### src/rtl/hazard_ctrl_pkg.sv
// Shared sizes, scoreboard latencies and the per-cycle ID decision type for
// the hazard interlock.
`timescale 1ns/1ps
package hazard_ctrl_pkg;

    localparam int WB_LAT       = 3;
    localparam int LD_EXTRA     = 2;
    localparam int NUM_GP       = 16;
    localparam int NUM_SR       = 4;
    localparam int FLUSH_CYCLES = 2;

    localparam int SIZE_TGT_GP   = $clog2(NUM_GP);
    localparam int SIZE_SRC_GP   = SIZE_TGT_GP;
    localparam int SIZE_TGT_SR   = $clog2(NUM_SR);
    localparam int SIZE_SRC_SR   = SIZE_TGT_SR;
    localparam int SIZE_HZCNT    = $clog2(WB_LAT + LD_EXTRA + 1);
    localparam int SIZE_STALLCNT = 16;
    localparam int SIZE_FLUSHCNT = $clog2(FLUSH_CYCLES + 1);

    typedef logic [SIZE_HZCNT-1:0] hzcnt_t;

    // What happens to the instruction held in ID this cycle.
    typedef enum logic [1:0] {
        DEC_IDLE,
        DEC_ISSUE,
        DEC_STALL,
        DEC_SQUASH
    } id_dec_e;

    // Loads become visible LD_EXTRA cycles later than ALU results.
    function automatic hzcnt_t gp_load_val(input logic is_load);
        return is_load ? hzcnt_t'(WB_LAT + LD_EXTRA) : hzcnt_t'(WB_LAT);
    endfunction

endpackage

### src/rtl/hazard_ctrl_if.sv
// Decode-to-interlock bundle: decoded operand fields in, issue/stall/flush
// decisions and scoreboard status out.
`timescale 1ns/1ps
interface hazard_ctrl_if
    import hazard_ctrl_pkg::*;
();

    logic                     iw_id_valid;
    logic [SIZE_SRC_GP-1:0]   iw_src_gp;
    logic                     iw_src_gp_en;
    logic [SIZE_TGT_GP-1:0]   iw_tgt_gp;
    logic                     iw_tgt_gp_we;
    logic                     iw_tgt_gp_rd;
    logic [SIZE_SRC_SR-1:0]   iw_src_sr;
    logic                     iw_src_sr_en;
    logic [SIZE_TGT_SR-1:0]   iw_tgt_sr;
    logic                     iw_tgt_sr_we;
    logic                     iw_is_load;
    logic                     iw_sets_flags;
    logic                     iw_uses_flags;
    logic                     iw_branch_taken;

    logic                     ow_issue;
    logic                     ow_stall;
    logic                     ow_flush;
    logic [NUM_GP-1:0]        ow_busy_gp;
    logic [SIZE_STALLCNT-1:0] ow_stall_cnt;

    modport master (
        output iw_id_valid, iw_src_gp, iw_src_gp_en, iw_tgt_gp, iw_tgt_gp_we,
               iw_tgt_gp_rd, iw_src_sr, iw_src_sr_en, iw_tgt_sr, iw_tgt_sr_we,
               iw_is_load, iw_sets_flags, iw_uses_flags, iw_branch_taken,
        input  ow_issue, ow_stall, ow_flush, ow_busy_gp, ow_stall_cnt
    );

    modport slave (
        input  iw_id_valid, iw_src_gp, iw_src_gp_en, iw_tgt_gp, iw_tgt_gp_we,
               iw_tgt_gp_rd, iw_src_sr, iw_src_sr_en, iw_tgt_sr, iw_tgt_sr_we,
               iw_is_load, iw_sets_flags, iw_uses_flags, iw_branch_taken,
        output ow_issue, ow_stall, ow_flush, ow_busy_gp, ow_stall_cnt
    );

endinterface

### src/rtl/hazard_ctrl_cnt.sv
// One scoreboard entry: a loadable down-counter that stops at zero and flags
// the entry busy while a write is still in flight.
`timescale 1ns/1ps
module hazard_ctrl_cnt
    import hazard_ctrl_pkg::*;
(
    input  logic   i_clk,
    input  logic   i_rst,
    input  logic   i_load,
    input  hzcnt_t i_load_val,
    output logic   o_busy
);

    hzcnt_t r_cnt;

    // A fresh reservation takes priority over draining the old one.
    always_ff @(posedge i_clk) begin
        if (i_rst) begin
            r_cnt <= '0;
        end else if (i_load) begin
            r_cnt <= i_load_val;
        end else if (r_cnt != '0) begin
            r_cnt <= r_cnt - hzcnt_t'(1);
        end
    end

    assign o_busy = (r_cnt != '0);

endmodule

### src/rtl/hazard_ctrl.sv
// Pipeline interlock between ID and EX: countdown scoreboard for GP, SR and
// flag writes, issue/stall/squash decision and branch flush sequencing.
`timescale 1ns/1ps
module hazard_ctrl
    import hazard_ctrl_pkg::*;
(
    input  logic         iw_clk,
    input  logic         iw_rst,
    hazard_ctrl_if.slave io_hz
);

    genvar gi;

    logic [NUM_GP-1:0]        w_busy_gp;
    logic [NUM_SR-1:0]        w_busy_sr;
    logic                     w_busy_flags;
    logic                     w_hazard;
    logic                     w_squash;
    logic                     w_issue;
    logic                     w_stall;
    id_dec_e                  w_dec;
    hzcnt_t                   w_gp_load_val;
    logic [SIZE_FLUSHCNT-1:0] w_flush_cnt_next;
    logic [SIZE_FLUSHCNT-1:0] r_flush_cnt;
    logic                     r_flush;
    logic [SIZE_STALLCNT-1:0] r_stall_cnt;

    assign w_gp_load_val = gp_load_val(io_hz.iw_is_load);

    generate
        for (gi = 0; gi < NUM_GP; gi++) begin : g_gp
            hazard_ctrl_cnt u_cnt (
                .i_clk      (iw_clk),
                .i_rst      (iw_rst),
                .i_load     (w_issue & io_hz.iw_tgt_gp_we &
                             (io_hz.iw_tgt_gp == SIZE_TGT_GP'(gi))),
                .i_load_val (w_gp_load_val),
                .o_busy     (w_busy_gp[gi])
            );
        end

        for (gi = 0; gi < NUM_SR; gi++) begin : g_sr
            hazard_ctrl_cnt u_cnt (
                .i_clk      (iw_clk),
                .i_rst      (iw_rst),
                .i_load     (w_issue & io_hz.iw_tgt_sr_we &
                             (io_hz.iw_tgt_sr == SIZE_TGT_SR'(gi))),
                .i_load_val (hzcnt_t'(WB_LAT)),
                .o_busy     (w_busy_sr[gi])
            );
        end
    endgenerate

    hazard_ctrl_cnt u_flags_cnt (
        .i_clk      (iw_clk),
        .i_rst      (iw_rst),
        .i_load     (w_issue & io_hz.iw_sets_flags),
        .i_load_val (hzcnt_t'(WB_LAT)),
        .o_busy     (w_busy_flags)
    );

    // A busy write target also stalls, so a short-latency write can never
    // overtake an older load to the same register.
    always_comb begin
        w_hazard = 1'b0;
        if (io_hz.iw_src_gp_en && w_busy_gp[io_hz.iw_src_gp]) begin
            w_hazard = 1'b1;
        end
        if ((io_hz.iw_tgt_gp_rd || io_hz.iw_tgt_gp_we) && w_busy_gp[io_hz.iw_tgt_gp]) begin
            w_hazard = 1'b1;
        end
        if (io_hz.iw_src_sr_en && w_busy_sr[io_hz.iw_src_sr]) begin
            w_hazard = 1'b1;
        end
        if (io_hz.iw_tgt_sr_we && w_busy_sr[io_hz.iw_tgt_sr]) begin
            w_hazard = 1'b1;
        end
        if (io_hz.iw_uses_flags && w_busy_flags) begin
            w_hazard = 1'b1;
        end
    end

    assign w_squash = io_hz.iw_branch_taken | r_flush;

    always_comb begin
        w_dec = DEC_IDLE;
        if (io_hz.iw_id_valid) begin
            if (w_squash) begin
                w_dec = DEC_SQUASH;
            end else if (w_hazard) begin
                w_dec = DEC_STALL;
            end else begin
                w_dec = DEC_ISSUE;
            end
        end
    end

    assign w_issue = (w_dec == DEC_ISSUE);
    assign w_stall = (w_dec == DEC_STALL);

    // Another taken branch inside an open window restarts it.
    always_comb begin
        w_flush_cnt_next = r_flush_cnt;
        if (io_hz.iw_branch_taken) begin
            w_flush_cnt_next = SIZE_FLUSHCNT'(FLUSH_CYCLES);
        end else if (r_flush_cnt != '0) begin
            w_flush_cnt_next = r_flush_cnt - SIZE_FLUSHCNT'(1);
        end
    end

    always_ff @(posedge iw_clk) begin
        if (iw_rst) begin
            r_flush_cnt <= '0;
            r_flush     <= 1'b0;
            r_stall_cnt <= '0;
        end else begin
            r_flush_cnt <= w_flush_cnt_next;
            r_flush     <= (w_flush_cnt_next != '0);
            if (w_stall && (r_stall_cnt != '1)) begin
                r_stall_cnt <= r_stall_cnt + SIZE_STALLCNT'(1);
            end
        end
    end

    assign io_hz.ow_issue     = w_issue;
    assign io_hz.ow_stall     = w_stall;
    assign io_hz.ow_flush     = r_flush;
    assign io_hz.ow_busy_gp   = w_busy_gp;
    assign io_hz.ow_stall_cnt = r_stall_cnt;

endmodule

### src/flat_wrapper.sv
// flat-port wrapper written by rule: the top's interface ports become plain ports
module hazard_ctrl_flat import hazard_ctrl_pkg::*;
  (iw_clk, iw_rst, io_hz_iw_id_valid, io_hz_iw_src_gp, io_hz_iw_src_gp_en, io_hz_iw_tgt_gp, io_hz_iw_tgt_gp_we, io_hz_iw_tgt_gp_rd, io_hz_iw_src_sr, io_hz_iw_src_sr_en, io_hz_iw_tgt_sr, io_hz_iw_tgt_sr_we, io_hz_iw_is_load, io_hz_iw_sets_flags, io_hz_iw_uses_flags, io_hz_iw_branch_taken, io_hz_ow_issue, io_hz_ow_stall, io_hz_ow_flush, io_hz_ow_busy_gp, io_hz_ow_stall_cnt);
  hazard_ctrl_if io_hz_i ();
  input  logic iw_clk;
  input  logic iw_rst;
  input wire logic [$bits(io_hz_i.iw_id_valid)-1:0] io_hz_iw_id_valid;
  input wire logic [$bits(io_hz_i.iw_src_gp)-1:0] io_hz_iw_src_gp;
  input wire logic [$bits(io_hz_i.iw_src_gp_en)-1:0] io_hz_iw_src_gp_en;
  input wire logic [$bits(io_hz_i.iw_tgt_gp)-1:0] io_hz_iw_tgt_gp;
  input wire logic [$bits(io_hz_i.iw_tgt_gp_we)-1:0] io_hz_iw_tgt_gp_we;
  input wire logic [$bits(io_hz_i.iw_tgt_gp_rd)-1:0] io_hz_iw_tgt_gp_rd;
  input wire logic [$bits(io_hz_i.iw_src_sr)-1:0] io_hz_iw_src_sr;
  input wire logic [$bits(io_hz_i.iw_src_sr_en)-1:0] io_hz_iw_src_sr_en;
  input wire logic [$bits(io_hz_i.iw_tgt_sr)-1:0] io_hz_iw_tgt_sr;
  input wire logic [$bits(io_hz_i.iw_tgt_sr_we)-1:0] io_hz_iw_tgt_sr_we;
  input wire logic [$bits(io_hz_i.iw_is_load)-1:0] io_hz_iw_is_load;
  input wire logic [$bits(io_hz_i.iw_sets_flags)-1:0] io_hz_iw_sets_flags;
  input wire logic [$bits(io_hz_i.iw_uses_flags)-1:0] io_hz_iw_uses_flags;
  input wire logic [$bits(io_hz_i.iw_branch_taken)-1:0] io_hz_iw_branch_taken;
  output wire logic [$bits(io_hz_i.ow_issue)-1:0] io_hz_ow_issue;
  output wire logic [$bits(io_hz_i.ow_stall)-1:0] io_hz_ow_stall;
  output wire logic [$bits(io_hz_i.ow_flush)-1:0] io_hz_ow_flush;
  output wire logic [$bits(io_hz_i.ow_busy_gp)-1:0] io_hz_ow_busy_gp;
  output wire logic [$bits(io_hz_i.ow_stall_cnt)-1:0] io_hz_ow_stall_cnt;
  assign io_hz_i.iw_id_valid = io_hz_iw_id_valid;
  assign io_hz_i.iw_src_gp = io_hz_iw_src_gp;
  assign io_hz_i.iw_src_gp_en = io_hz_iw_src_gp_en;
  assign io_hz_i.iw_tgt_gp = io_hz_iw_tgt_gp;
  assign io_hz_i.iw_tgt_gp_we = io_hz_iw_tgt_gp_we;
  assign io_hz_i.iw_tgt_gp_rd = io_hz_iw_tgt_gp_rd;
  assign io_hz_i.iw_src_sr = io_hz_iw_src_sr;
  assign io_hz_i.iw_src_sr_en = io_hz_iw_src_sr_en;
  assign io_hz_i.iw_tgt_sr = io_hz_iw_tgt_sr;
  assign io_hz_i.iw_tgt_sr_we = io_hz_iw_tgt_sr_we;
  assign io_hz_i.iw_is_load = io_hz_iw_is_load;
  assign io_hz_i.iw_sets_flags = io_hz_iw_sets_flags;
  assign io_hz_i.iw_uses_flags = io_hz_iw_uses_flags;
  assign io_hz_i.iw_branch_taken = io_hz_iw_branch_taken;
  assign io_hz_ow_issue = io_hz_i.ow_issue;
  assign io_hz_ow_stall = io_hz_i.ow_stall;
  assign io_hz_ow_flush = io_hz_i.ow_flush;
  assign io_hz_ow_busy_gp = io_hz_i.ow_busy_gp;
  assign io_hz_ow_stall_cnt = io_hz_i.ow_stall_cnt;
  hazard_ctrl u_core (.iw_clk(iw_clk), .iw_rst(iw_rst), .io_hz(io_hz_i));
endmodule
### config.mk
export PLATFORM = sky130hd
export DESIGN_NAME = hazard_ctrl_flat
export DESIGN_NICKNAME = d
export VERILOG_FILES = /design/src/rtl/hazard_ctrl_pkg.sv /design/src/rtl/hazard_ctrl_if.sv /design/src/rtl/hazard_ctrl_cnt.sv /design/src/rtl/hazard_ctrl.sv /design/src/flat_wrapper.sv
export SDC_FILE = /design/constraint.sdc
export NUM_CORES = 1
export LEC_CHECK = 0
export BUFFER_PORTS_ARGS = -buffer_cell sky130_fd_sc_hd__buf_4
export CAP_MARGIN = 40
export CORE_UTILIZATION = 45
export CTS_BUF_LIST = sky130_fd_sc_hd__clkbuf_8
export DETAILED_ROUTE_END_ITERATION = 12
export GPL_TIMING_DRIVEN = 0
export PLACE_DENSITY = 0.64
export SLEW_MARGIN = 20
export SYNTH_ARGS = -nofsm -noshare
export SYNTH_HDL_FRONTEND = slang
export SYNTH_SLANG_ARGS = --single-unit
### constraint.sdc
create_clock -name iw_clk -period 3.25 [get_ports iw_clk]
set_clock_uncertainty 0.2 [all_clocks]
set_input_delay 0.4875 -clock iw_clk [delete_from_list [all_inputs] [get_ports iw_clk]]
set_output_delay 0.4875 -clock iw_clk [all_outputs]
set_load 0.02 [all_outputs]
==> flow_metrics.py, run 1 <==
metrics = {
    "cts": {
        "path_clk_slew_ns": 0.08,
        "htreeDepth": 3,
        "cts_root_buf": "clkbuf_8",
        "tritoncts": "done",
        "clk_latency_ns": 0.37,
        "cts.sinks": 82,
        "cts_buffer_depth": 2,
        "cts_buffers": 9,
    },
    "global_routing": {
        "grt_max_degree": 14,
        "grt_antenna_before_repair": 0,
        "overflow": 0,
        "grt_pass1_wl_um": 21900,
        "grt_util_all_layers": 0.239,
        "grt_pass1_vias": 4510,
    },
    "layout": {
        "register_area_um2": 1670,
        "syn2layout_area_growth_pct": 30.3,
        "final_util": 0.613,
        "n_fill_cell": 962,
        "n_antenna_cell": 0,
        "layout_commonest_cell": "buf_4",
        "stdcell_count": 868,
        "nets": 790,
        "mostFrequentLayoutCells": "buf_4 (119), dfxtp_1 (63), nor2_1 (59)",
        "multi_input_area_um2": 3450,
        "drive_gt1_frac": 0.338,
    },
    "pwr": {
        "total_power_w": 0.00647,
        "powerDensity_nw_per_um2": 957,
        "ir_drop_uv": 490,
        "p_leak_nw": 2.92,
    },
    "timing": {
        "setup_violations": 0,
        "fmax_ghz": 0.314,
        "slew_violations": 0,
        "fin_crit_sh": 0.979,
        "slew_headroom": 0.517,
        "layout_min_cycle_time_ns": 3.18,
        "hold_viol": 0,
        "worst_pin_slew_ns": 0.724,
    },
    "routing": {
        "drtIter0Drc": 325,
        "drc": 0,
        "routedWlPerCell_um": 15.9,
        "avgViaCountPerCell": 5.52,
        "drt-pass1-iter-count": 5,
        "dr.max_layer_used": "met4",
        "routed_wirelength_um": 13800,
        "wl_met1_um": 6200,
        "wl_met2_um": 6510,
        "wl_met3_um": 695,
        "vias": 4791,
        "drtAntennaViolNets": 0,
    },
    "floorplan": {
        "die_h_um": 109,
        "io_pins": 59,
        "die_x_um": 109,
        "coreArea_um2": 11000,
        "dieArea_um2": 12000,
        "rows": 38,
        "start_util": 0.470,
    },
    "yosys": {
        "yosysTopAreaCellShare": 0.316,
        "syn_area_um2": 5190,
        "synth-seq-cells": 82,
        "ys_warn_count": 0,
        "yosys-top-cells-area": "dfxtp_1 (32%), ha_1 (10%), mux2i_1 (6.0%), inv_1 (4.4%), nor2_1 (4.3%)",
        "syn_avg_cell_area_um2": 8.44,
        "synth_flop_cell": "dfxtp_1",
        "yosysUniqueCellTypes": 52,
        "async_flop_share": 0,
        "synth_cells": 615,
        "synth_top_cell_by_area": "dfxtp_1",
        "synth-edff-count": 0,
        "syn_nets": 682,
        "ys_seq_area_frac": 0.316,
    },
    "setup_path": {
        "r2r_start": "u_core.g_gp[11].u_cnt.r_cnt[1]",
        "reg2reg_to": "u_core.io_hz.ow_stall_cnt[15]",
        "cp-end-kind": "flop",
        "reg2reg_depth": 13,
        "worstPathArrival_ns": 3.27,
        "critPathKind": "reg2reg",
        "required_ns": 3.34,
        "rrSetupSlack_ns": 0.07,
        "cp-start-kind": "flop",
        "cp_max_fo": 10,
    },
    "place": {
        "port_buffers": 55,
        "gp_routability_congestion": 0.890,
        "place_inst": 811,
        "hpwl_um": 9840,
    },
    "min_path": {
        "worstHoldEndpoint": "u_core.r_flush_cnt[0]",
        "worstHoldPathCells": 2,
        "min_from": "io_hz_iw_branch_taken",
        "min_path_type": "in2reg",
    },
    "job": {
        "maxCapViolCount": 0,
    },
    "run_status": {
        "outcome": "finished, final reports clean",
    },
}
-- cell usage after synthesis, types with 6 or more instances --
| cell type | n |
|---|---|
| dfxtp_1 | 82 |
| inv_1 | 61 |
| nor2_1 | 60 |
| ha_1 | 43 |
| a21oi_1 | 39 |
| mux2i_1 | 31 |
| nand2_1 | 27 |
| clkbuf_1 | 26 |
| xnor2_1 | 21 |
| nor2b_1 | 20 |
| nand4_1 | 18 |
| buf_4 | 17 |
| mux2_1 | 16 |
| nand2b_1 | 16 |
| o21ai_0 | 12 |
| nand3_1 | 10 |
| nor3_1 | 9 |
| and2_1 | 8 |
| o32ai_1 | 8 |
| and3_1 | 7 |
| or3_1 | 7 |
| a211oi_1 | 6 |
| nor4_1 | 6 |
| o21a_1 | 6 |
| or4_1 | 6 |
-- registers in the layout, indices dropped and copies added, names as in the netlist --
signal                     cells
u_core.g_gp.u_cnt.r_cnt       48
u_core.g_sr.u_cnt.r_cnt       12
u_core.io_hz.ow_flush          1
u_core.io_hz.ow_stall_cnt     16
u_core.r_flush_cnt             2
u_core.u_flags_cnt.r_cnt       3
-- final cells by class --
| cell class | count | area share |
|---|---|---|
| buffer | 38 | 0.0340 |
| clock buffer | 10 | 0.0204 |
| clock inverter | 6 | 0.00870 |
| inverter | 61 | 0.0350 |
| multi-input combinational | 424 | 0.511 |
| sequential | 82 | 0.246 |
| tap | 140 | 0.0259 |
| timing repair buffer | 107 | 0.119 |
-- routing by layer --
metal  vias to the layer above  global-route usage
li1                       2332                   -
met1                      2293               0.309
met2                       131               0.393
met3                        35              0.0356
met4                         0               0.108
met5                         -                   0
-- how the worst max path moves through the flow --
stage	cells after the start	slack, ns	endpoint	from
6_report	13	0.07	u_core.io_hz.ow_stall_cnt[15]	u_core.g_gp[11].u_cnt.r_cnt[1]
4_1_cts	11	-0.05	io_hz_ow_issue	u_core.g_gp[14].u_cnt.r_cnt[0]
2_1_floorplan	11	0.02	io_hz_ow_stall	u_core.g_gp[14].u_cnt.r_cnt[0]
3_3_place_gp	9	-0.92	io_hz_ow_issue	io_hz_iw_tgt_sr[1]
3_5_place_dp	12	-0.63	io_hz_ow_issue	u_core.g_gp[12].u_cnt.r_cnt[0]
5_1_grt	10	-0.003	io_hz_ow_issue	u_core.g_gp[14].u_cnt.r_cnt[1]
-- where the power goes --
group	internal (W)	switching, W	total, W
clock network	0.000371	0.000391	0.000762
registers	0.00137	0.000213	0.00158
logic	0.00217	0.00196	0.00413
total	0.00391	0.00257	0.00647
-- cell families (layout without fill, tap and decap cells) --
family          Yosys count  in the layout  synth area share
simple gates            208            208             0.211
buf+inv                 109            222            0.0933
compound gates           97             97             0.121
flops                    82             82             0.316
mux                      55             55             0.118
fa+ha+maj                43             43             0.104
xor+xnor                 21             21            0.0354
-- through the flow --
stage	TNS [ns]	worst slack, ns	cell area, um^2	hold slack, ns
CTS	-0.0533	-0.0533	6450	0.0920
floorplan	0	0.0178	5190	0.199
detailed placement	-11.56	-0.630	5780	0.218
finish	0	0.0679	6760	0.104
global route	-0.00258	-0.00258	6760	0.102
global placement	-28.23	-0.923	5780	0.209
-- timing repair --
item | in CTS | in global routing
gates resized for setup | 84 | 47
buffers inserted | 32 | 20
hold buffers | 0 | 0
endpoints found under the setup margin | 60 | 15
endpoints found under the hold margin | 0 | 0
pin swaps | 14 | 15
-- critical path: stages (launching register included) --
cell,delay [ns]
dfxtp_2,0.33
inv_1,0.05
ha_2,0.17
nor2b_4,0.14
mux2_4,0.29
a221oi_4,0.29
o221ai_2,0.18
buf_4,0.18
and3_4,0.16
buf_6,0.12
buf_4,0.14
buf_4,0.16
or4_1,0.52
a21oi_1,0.15
No activity file was read; power rests on OpenSTA's default activity.
==> inputs of run 2 (changes only) <==
Settings changed: PLACE_DENSITY 0.64 to 0.62.
Clock period 3.25 ns to 3.35 ns, I/O delays scaled along.
==> flow_metrics.py, run 2 (synthesis results as in run 1) <==
metrics = {
    "setup_path": {
        "critPathKind": "reg2out",
        "critPathTopFamily": "compound AO/OA/AOI/OAI gates",
        "reg2reg_to": "u_core.g_gp[6].u_cnt.r_cnt[1]",
        "crit_cells": 11,
        "cp-end-kind": "output pin",
        "required_ns": 2.65,
        "crit_slowest_cell": "a2111o_1",
        "cp-start-kind": "flop",
        "worstPathArrival_ns": 2.65,
        "cp_slowest_stage_delay_ns": 0.49,
        "worstSetupStartpoint": "u_core.g_gp[14].u_cnt.r_cnt[1]",
        "setup.worst_path.end": "io_hz_ow_stall",
        "cp_max_fo": 10,
        "reg2reg_depth": 12,
        "crit_top_cell": "buf_6",
        "cp_num_buf_inv": 4,
        "rrSetupSlack_ns": 0.02,
        "crit_path_cell_trace": "inv_1 > ha_4 > nand2b_4 > mux2i_2 > a221o_1 > a2111o_1 > and3_4 > buf_6 > buf_8 > nor2_4 > buf_6",
        "r2r_start": "u_core.g_gp[7].u_cnt.r_cnt[0]",
    },
    "global_routing": {
        "grt_use_met3": 0.0557,
        "top_usage_layer": "met2",
        "grt_util_all_layers": 0.243,
        "overflow": 0,
        "met2_usage": 0.405,
        "grt_pass1_vias": 4408,
        "met1_usage": 0.315,
        "grt_max_degree": 13,
        "grt_pass1_wl_um": 22100,
        "grt_antenna_before_repair": 0,
    },
    "place": {
        "place_area_um2": 5790,
        "place_inst": 811,
        "gp_routability_congestion": 0.889,
        "hpwl_um": 10000,
        "port_buffers": 55,
        "pre_cts_slack_ns": -0.572,
    },
    "routing": {
        "drc": 0,
        "vias": 4739,
        "routedWlPerCell_um": 16.3,
        "drt-pass1-iter-count": 5,
        "routed_wirelength_um": 14000,
        "avgViaCountPerCell": 5.54,
        "drtAntennaViolNets": 0,
        "drtIter0Drc": 327,
    },
    "min_path": {
        "min_path_type": "in2reg",
    },
    "pwr": {
        "swShare": 0.398,
        "comb_power_share": 0.626,
        "netSwitchingPower_w": 0.00240,
        "clkPwrFrac": 0.122,
        "ir_drop_uv": 510,
        "seq_power_share": 0.251,
        "p_leak_nw": 2.83,
        "p_int_w": 0.00363,
        "total_power_w": 0.00604,
        "powerDensity_nw_per_um2": 923,
    },
    "layout": {
        "layout_commonest_cell": "buf_4",
        "n_antenna_cell": 0,
        "syn2layout_area_growth_pct": 26.1,
        "largest_register_ffs": 48,
        "postLayoutCellArea_um2": 6540,
        "top_register": "u_core.g_gp.u_cnt.r_cnt",
        "mostFrequentLayoutCells": "buf_4 (105), dfxtp_1 (70), nor2_1 (59)",
        "stdcell_count": 855,
        "n_fill_cell": 1033,
        "nets": 777,
        "drive_gt1_frac": 0.292,
    },
    "floorplan": {
        "die_x_um": 109,
        "coreArea_um2": 11000,
        "die_h_um": 109,
        "dieArea_um2": 12000,
        "rows": 38,
        "io_pins": 59,
        "start_util": 0.470,
    },
    "job": {
        "maxCapViolCount": 0,
    },
    "timing": {
        "hold_viol": 0,
        "fmax_ghz": 0.299,
        "tns_ns": 0,
        "worst_pin_slew_ns": 0.776,
        "setup_violations": 0,
        "slew_headroom": 0.483,
        "setup_ws_ns": 0.00245,
        "layout_min_cycle_time_ns": 3.35,
        "rsz0062_at_grt": "true",
        "slew_violations": 0,
        "fin_crit_sh": 0.999,
    },
    "run_status": {
        "outcome": "finished, final reports clean",
    },
    "cts": {
        "cts_root_buf": "clkbuf_8",
        "cts_buffers": 9,
        "cts_hold_buf": 0,
        "cts_buffer_depth": 2,
        "htreeDepth": 3,
        "clk_latency_ns": 0.37,
        "cts.sinks": 82,
        "tritoncts": "done",
        "path_clk_slew_ns": 0.08,
    },
}
==> run 2: how the worst min path moves through the flow <==
stage | depth (start not counted) | slack, ns | from | to
2_1_floorplan | 1 | 0.20 | u_core.r_flush_cnt[0] | u_core.r_flush_cnt[0]
3_3_place_gp | 1 | 0.21 | u_core.r_flush_cnt[0] | u_core.r_flush_cnt[0]
3_5_place_dp | 1 | 0.22 | u_core.r_flush_cnt[0] | u_core.r_flush_cnt[0]
4_1_cts | 2 | 0.09 | io_hz_iw_branch_taken | u_core.r_flush_cnt[0]
5_1_grt | 2 | 0.09 | io_hz_iw_branch_taken | u_core.r_flush_cnt[0]
6_report | 2 | 0.12 | io_hz_iw_branch_taken | u_core.r_flush_cnt[0]
==> run 2: stage by stage <==
| stage | utilization | hold slack (ns) |
|---|---|---|
| 4_1_cts | 0.576 | 0.0939 |
| 3_5_place_dp | 0.525 | 0.216 |
| 3_3_place_gp | 0.524 | 0.210 |
| 2_1_floorplan | - | 0.199 |
| 6_report | 0.593 | 0.115 |
| 5_1_grt | 0.593 | 0.0944 |
==> run 2: timing repair <==
action | in CTS | in global routing
buffers inserted | 20 | 18
pin swaps | 12 | 9
cloned | 0 | 0
gates resized for setup | 78 | 24
endpoints found under the setup margin | 54 | 13
==> run 2: power by group through the flow <==
stage                     Sequential, W  Combinational [W]  Clock, W
after detailed placement        0.00149            0.00311         0
final                           0.00152            0.00378  0.000739
after global routing            0.00155            0.00414  0.000804
after CTS                       0.00150            0.00350  0.000760
after floorplan                 0.00146            0.00237         0
after global placement          0.00148            0.00299         0
==> run 2: cell type report <==
cell class	count	area (um^2)	share of cell area
buffer	38	230	0.0352
clock buffer	11	151	0.0231
clock inverter	5	46.3	0.00708
inverter	61	231	0.0354
multi-input combinational	424	3330	0.509
sequential	82	1660	0.253
tap	140	175	0.0268
timing repair buffer	94	718	0.110
==> run 2: routing by layer <==
layer / up-vias / part of all wire
met2: 137 / 0.48
met3: 20 / 0.058
met5: - / 0
met4: 0 / 0.014
met1: 2275 / 0.45
li1: 2307 / -
